===== config.mk =====
export PLATFORM = sky130hd
export DESIGN_NAME = mem_bus_arbiter_flat
export DESIGN_NICKNAME = d
export VERILOG_FILES = /design/src/rtl/mem_bus_arbiter_if.sv /design/src/rtl/mem_bus_arbiter.sv /design/src/flat_wrapper.sv
export SDC_FILE = /design/constraint.sdc
export NUM_CORES = 1
export LEC_CHECK = 0
export CAP_MARGIN = 25
export CORE_AREA = 2 2 83 85
export DETAILED_ROUTE_END_ITERATION = 12
export DIE_AREA = 0 0 85 87
export MAX_ROUTING_LAYER = met4
export PLACE_DENSITY = 0.89
export SYNTH_ARGS = -nofsm -noshare
export SYNTH_HDL_FRONTEND = slang
export SYNTH_SLANG_ARGS = --single-unit

===== constraint.sdc =====
create_clock -name clk -period 2.4 [get_ports clk]
set_input_delay 0.6 -clock clk [delete_from_list [all_inputs] [get_ports clk]]
set_output_delay 0.6 -clock clk [all_outputs]
set_load 0.1 [all_outputs]

===== src/rtl/mem_bus_arbiter_if.sv =====
// mem_bus_arbiter_if: fetch, data and memory-macro signals of the unified memory arbiter
interface mem_bus_arbiter_if #(
  parameter int XLEN = 32,
  parameter int AWIDTH = 14
);
  logic              inst_req;
  logic [AWIDTH-1:0] inst_addr;
  logic              inst_ack;
  logic              inst_rvalid;
  logic [XLEN-1:0]   inst_rdata;
  logic              data_req;
  logic [AWIDTH-1:0] data_addr;
  logic [XLEN-1:0]   data_wdata;
  logic [2:0]        data_we;
  logic              data_ack;
  logic              data_rvalid;
  logic [XLEN-1:0]   data_rdata;
  logic              mem_en;
  logic [AWIDTH-1:0] mem_addr;
  logic [XLEN-1:0]   mem_wdata;
  logic [2:0]        mem_we;
  logic [XLEN-1:0]   mem_rdata;
  logic              busy;
  modport slave (
    input  inst_req, inst_addr, data_req, data_addr, data_wdata, data_we, mem_rdata,
    output inst_ack, inst_rvalid, inst_rdata, data_ack, data_rvalid, data_rdata,
           mem_en, mem_addr, mem_wdata, mem_we, busy
  );
  modport master (
    output inst_req, inst_addr, data_req, data_addr, data_wdata, data_we, mem_rdata,
    input  inst_ack, inst_rvalid, inst_rdata, data_ack, data_rvalid, data_rdata,
           mem_en, mem_addr, mem_wdata, mem_we, busy
  );
endinterface


===== src/rtl/mem_bus_arbiter.sv =====
// mem_bus_arbiter: shares one single-port memory between fetch and data, data first with a fetch starvation guard
module mem_bus_arbiter #(
  parameter int XLEN = 32,
  parameter int AWIDTH = 14,
  parameter int RD_LATENCY = 1,
  parameter int STARVE_LIMIT = 3
) (
  input logic clk,
  input logic rst_n,
  mem_bus_arbiter_if.slave bus
);
  typedef enum logic {IDLE, WAIT} state_t;
  localparam logic [2:0] RL = 3'(RD_LATENCY);
  localparam logic [3:0] SL = 4'(STARVE_LIMIT);
  state_t     state, state_nx;
  logic [2:0] lat_cnt;
  logic [3:0] starve_cnt;
  logic       owner, inst_win, data_win, rd_grant, rd_done;
  // rst_n gates the grant so every output reads 0 while reset is held
  always_comb begin
    inst_win = rst_n && state == IDLE && bus.inst_req && (!bus.data_req || starve_cnt == SL);
    data_win = rst_n && state == IDLE && bus.data_req && !inst_win;
    rd_grant = inst_win || (data_win && bus.data_we == 3'b000);
    rd_done  = state == WAIT && lat_cnt == RL;
    state_nx = rd_grant ? WAIT : rd_done ? IDLE : state;
  end
  always_comb begin
    bus.inst_ack    = inst_win;
    bus.data_ack    = data_win;
    bus.mem_en      = inst_win || data_win;
    bus.mem_addr    = inst_win ? bus.inst_addr : data_win ? bus.data_addr : '0;
    bus.mem_we      = data_win ? bus.data_we : 3'b000;
    bus.mem_wdata   = (inst_win || data_win) ? bus.data_wdata : '0;
    bus.inst_rvalid = rd_done && !owner;
    bus.data_rvalid = rd_done && owner;
    bus.inst_rdata  = (rd_done && !owner) ? bus.mem_rdata : '0;
    bus.data_rdata  = (rd_done && owner) ? bus.mem_rdata : '0;
    bus.busy        = state == WAIT;
  end
  always_ff @(posedge clk or negedge rst_n) begin
    if (!rst_n) begin
      state      <= IDLE;
      lat_cnt    <= '0;
      starve_cnt <= '0;
      owner      <= 1'b0;
    end else begin
      state      <= state_nx;
      lat_cnt    <= rd_grant ? 3'd1 : (state == WAIT && !rd_done) ? lat_cnt + 3'd1 : 3'd0;
      owner      <= rd_grant ? data_win : owner;
      starve_cnt <= (inst_win || (state == IDLE && !bus.inst_req)) ? 4'd0 :
                    (data_win && bus.inst_req && starve_cnt != SL) ? starve_cnt + 4'd1 : starve_cnt;
    end
  end
endmodule


===== src/flat_wrapper.sv =====
// flat-port wrapper written by rule: the top's interface ports become plain ports
module mem_bus_arbiter_flat 
#(
  parameter int XLEN = 32,
  parameter int AWIDTH = 14,
  parameter int RD_LATENCY = 1,
  parameter int STARVE_LIMIT = 3
)
  (clk, rst_n, bus_inst_req, bus_inst_addr, bus_data_req, bus_data_addr, bus_data_wdata, bus_data_we, bus_mem_rdata, bus_inst_ack, bus_inst_rvalid, bus_inst_rdata, bus_data_ack, bus_data_rvalid, bus_data_rdata, bus_mem_en, bus_mem_addr, bus_mem_wdata, bus_mem_we, bus_busy);
  mem_bus_arbiter_if #(.XLEN(XLEN), .AWIDTH(AWIDTH)) bus_i ();
  input logic clk;
  input logic rst_n;
  input wire logic [$bits(bus_i.inst_req)-1:0] bus_inst_req;
  input wire logic [$bits(bus_i.inst_addr)-1:0] bus_inst_addr;
  input wire logic [$bits(bus_i.data_req)-1:0] bus_data_req;
  input wire logic [$bits(bus_i.data_addr)-1:0] bus_data_addr;
  input wire logic [$bits(bus_i.data_wdata)-1:0] bus_data_wdata;
  input wire logic [$bits(bus_i.data_we)-1:0] bus_data_we;
  input wire logic [$bits(bus_i.mem_rdata)-1:0] bus_mem_rdata;
  output wire logic [$bits(bus_i.inst_ack)-1:0] bus_inst_ack;
  output wire logic [$bits(bus_i.inst_rvalid)-1:0] bus_inst_rvalid;
  output wire logic [$bits(bus_i.inst_rdata)-1:0] bus_inst_rdata;
  output wire logic [$bits(bus_i.data_ack)-1:0] bus_data_ack;
  output wire logic [$bits(bus_i.data_rvalid)-1:0] bus_data_rvalid;
  output wire logic [$bits(bus_i.data_rdata)-1:0] bus_data_rdata;
  output wire logic [$bits(bus_i.mem_en)-1:0] bus_mem_en;
  output wire logic [$bits(bus_i.mem_addr)-1:0] bus_mem_addr;
  output wire logic [$bits(bus_i.mem_wdata)-1:0] bus_mem_wdata;
  output wire logic [$bits(bus_i.mem_we)-1:0] bus_mem_we;
  output wire logic [$bits(bus_i.busy)-1:0] bus_busy;
  assign bus_i.inst_req = bus_inst_req;
  assign bus_i.inst_addr = bus_inst_addr;
  assign bus_i.data_req = bus_data_req;
  assign bus_i.data_addr = bus_data_addr;
  assign bus_i.data_wdata = bus_data_wdata;
  assign bus_i.data_we = bus_data_we;
  assign bus_i.mem_rdata = bus_mem_rdata;
  assign bus_inst_ack = bus_i.inst_ack;
  assign bus_inst_rvalid = bus_i.inst_rvalid;
  assign bus_inst_rdata = bus_i.inst_rdata;
  assign bus_data_ack = bus_i.data_ack;
  assign bus_data_rvalid = bus_i.data_rvalid;
  assign bus_data_rdata = bus_i.data_rdata;
  assign bus_mem_en = bus_i.mem_en;
  assign bus_mem_addr = bus_i.mem_addr;
  assign bus_mem_wdata = bus_i.mem_wdata;
  assign bus_mem_we = bus_i.mem_we;
  assign bus_busy = bus_i.busy;
  mem_bus_arbiter #(.XLEN(XLEN), .AWIDTH(AWIDTH), .RD_LATENCY(RD_LATENCY), .STARVE_LIMIT(STARVE_LIMIT)) u_core (.clk(clk), .rst_n(rst_n), .bus(bus_i));
endmodule

==> summary.txt <==
Outcome
  – Outcome: finished with violations
  – Failing checks: setup timing

Logic synthesis
  – Cell count after synthesis: 209
  – Syn avg cell area: 6.615 um^2
  – XOR/XNOR share of the synthesized area: 0.6335%
  – Main area contributors after synthesis: and2_1 (45%), dfrtp_1 (16%), nand2_1 (9.2%)
  – Largest family of logic cells by synthesized area: simple AND/OR/NAND/NOR gates
  – Post-synthesis mux area share: 0.7240%
  – Syn Nets: 311
  – Seq/Total Area, Yosys: 16.29%
  – Primary FF master, synth: dfrtp_1
  – Synth top area share: 44.80%
  – Count leader, synth: and2_1
  – Top cells by count, synth: and2_1 (99), nand2_1 (34), o21ai_0 (16), dfrtp_1 (9), clkbuf_1 (8)
  – Post-synth EDFFs: 0
  – Syn. warnings: 0
  – Async set-reset flop share out of synthesis: 100.0%
  – Synth unique cells: 30
  – Synth Area in Adders: 2.715%
  – Synth Register Bits: 9
  – Synth area leader: and2_1
  – Mapped Area: 1383 um^2
  – Compound-gate portion of the synthesized area: 10.86%
  – Synth Area in Simple Gates: 63.17%

STA
  – Final Skew: 3.916 ps
  – Minimum clock period: 2682 ps
  – RSZ-0062 raised after global routing: yes
  – FMAX: 372.9 MHz
  – Hold_ws: 549.4 ps
  – Hold Violations, Final: 0
  – Final setup violation count: 117
  – Period utilization: 111.7%
  – Relative slew slack: 78.69%
  – Final max-slew violation count: 0
  – Worst-margin pin slew: 315.5 ps
  – Final worst setup slack: -281.8 ps

Cells and area
  – Fin nets: 566
  – Final Util: 91.68%
  – Layout cells sized above 1: 66.95%
  – Final Instance Area: 6022 um^2
  – Area Growth Syn to Fin: 335.6%
  – Ant. Diodes: 0
  – Fill count: 224
  – Final Non-Filler Cells: 543

GRT
  – Pin count of the biggest net entering global routing: 34
  – Initial antenna violation count: 0
  – Met3 Use GR: 5.498%
  – GRT busiest layer: met2
  – First-pass GRT wire length: 15.02 mm
  – Vias in the first global route: 2738
  – Total Routing Usage GR: 27.15%
  – GR Util met1: 24.86%
  – Met2 Use GR: 55.82%
  – Global route overflow: 0

CTS
  – CTS sink count: 9
  – Cts bufs inserted: 3
  – Skew-Pair Late Insertion Delay: 240 ps
  – CTS clk-pin slew, worst paths: 40 ps
  – CTS max path bufs: 2
  – Clock root buffer: clkbuf_8
  – Hold_buf cts: 0
  – CTS tree: yes
  – H-tree levels: 1

Route
  – Via Count: 2614
  – DRT Wirelength: 12.59 mm
  – Via-to-Cell Ratio: 4.814
  – 1st-iter DRT viols: 115
  – Post-route ant nets: 0
  – DR WL/cell: 23.18 um
  – DR DRC count: 0
  – TritonRoute pass-1 iters: 4

Placed design
  – Inst Count DP: 515
  – Port Buffers: 217
  – Gp weighted congestion: 0.8372
  – DP Area: 5409 um^2
  – Final HPWL DP: 7.354 mm

Worst hold path
  – WHS Path Cells: 1
  – Tightest Hold Check Type: register to register

Critical path
  – Startpoint type of the worst setup path: register
  – Buf/Inv on CP: 3
  – Crit path DAT: 2080 ps
  – Crit path kind: register to primary output
  – R2R depth: 8
  – Crit-path cells: ha_2 -> or3b_4 -> a21oi_4 -> buf_12 -> buf_12 -> nor2b_4 -> and2_4 -> buf_12
  – CP Capture Type: primary output
  – Worst path required time: 1800 ps
  – Crit-path slowest cell: or3b_4
  – Critical path's top delay family: simple AND/OR/NAND/NOR gates
  – CP Depth: 8
  – CP Max Fanout: 7
  – CP most frequent cell: buf_12
  – Max stage delay on crit path: 400 ps

Die
  – Core box area: 6569 um^2
  – Initial core utilization: 21.05%
  – Site Rows: 30
  – IO Pins: 218
  – Die Ht: 87 um
  – Chip Width: 85 um
  – Full die area: 7395 um^2

Power
  – Max VDD drop: 0.5230 mV
  – Total power: 4336 uW
  – Pwr dens: 720.0 nW/um^2
  – Static Leak: 0.002567 uW

Flow run
  – Max Cap Violations: 0
where the power goes:
part           switching [uW]  internal (uW)  total (uW)
clock                    63.9            116         180
sequential               64.9            192         257
combinational            2310           1590        3900
total                    2440           1890        4340
what timing repair did:
action	CTS	global route
pin swaps	11	38
gates resized for setup	46	42
buffers inserted	12	2
endpoints found under the setup margin	116	117
hold endpoints to repair	0	0
cloned	4	8
kinds of logic (layout without fill, tap and decap cells):
kind of cell / count (synthesis) / after routing
muxes: 1 / 1
DFF: 9 / 9
AOI/OAI and AO/OA: 25 / 25
buffers and inverters: 17 / 271
xor gates and xnor gates: 1 / 1
adders and majority gates: 3 / 3
and+or+nand+nor: 153 / 153
layout make-up:
class                           instances  area (um^2)  area share (%)
Timing Repair Buffer                  265         4054           67.32
Clock buffer                            4        45.04          0.7480
Multi-Input combinational cell        183         1587           26.35
Sequential cell                         9        229.0           3.802
Inverter                                2        7.507          0.1247
Tap cell                               80        100.1           1.662
layout by cell type (no fill, tap or decap), types with 2 or more instances in the layout:
cell             Yosys  final
ha_2                 0      2
clkbuf_16            0      7
buf_12               0    129
nand2_1             34     20
clkdlybuf4s50_1      0     95
nand2b_1             2      2
nand2_4              0      5
nand2_2              0      9
o21ai_4              0     14
o21ai_0             16      4
dfrtp_1              9      8
nor2b_4              0      2
dlygate4sd2_1        0      3
inv_1                2      2
clkbuf_8             0      3
buf_6                0      7
and2_2               0      3
nor2_1               7      6
buf_16               0      3
and2_4               0     96
buf_4                2     21
worst reg2reg max path, stage by stage (launching register included):
cell       delay [ps]
dfrtp_1           370
ha_2              190
or3b_4            400
a21oi_4           210
buf_12            150
clkbuf_16         170
buf_4             120
nor2_1             70
o21ai_0           130
through the flow:
stage / worst slack (ps) / TNS (ps)
2_1_floorplan: -352.7 / -2037
3_3_place_gp: -205.7 / -9625
5_1_grt: -324.7 / -19890
4_1_cts: -196.9 / -3419
6_report: -281.8 / -15080
3_5_place_dp: -308.0 / -14200
routing by layer:
layer  routed length, um  part of all wire, %
met4                 379                  3.0
met2                7478                   59
met3                 696                  5.5
met1                4034                   32
met5                   0                    0
path summary, 6_finish.rpt:
path	start	endpoint	slack [ps]
worst max-delay path	u_core.starve_cnt[0]$_DFFE_PN0P_	bus_mem_we[1]	-280
worst min-delay path	u_core.starve_cnt[2]$_DFFE_PN0P_	u_core.starve_cnt[2]$_DFFE_PN0P_	550
worst max register to register	u_core.starve_cnt[0]$_DFFE_PN0P_	u_core.lat_cnt[0]$_DFF_PN0_	480
worst min register to register	u_core.starve_cnt[2]$_DFFE_PN0P_	u_core.starve_cnt[2]$_DFFE_PN0P_	550
max in group asynchronous	rst_n	u_core.bus.busy$_DFFE_PN0P_	1670
min in group asynchronous	rst_n	u_core.owner$_DFFE_PN0P_	560
state kept, by name, summed over array words and instances, names as in the netlist:
register and count:
u_core.bus.busy 1, u_core.starve_cnt 4, u_core.owner 1, u_core.lat_cnt 3
No activity file was read; power rests on OpenSTA's default activity.
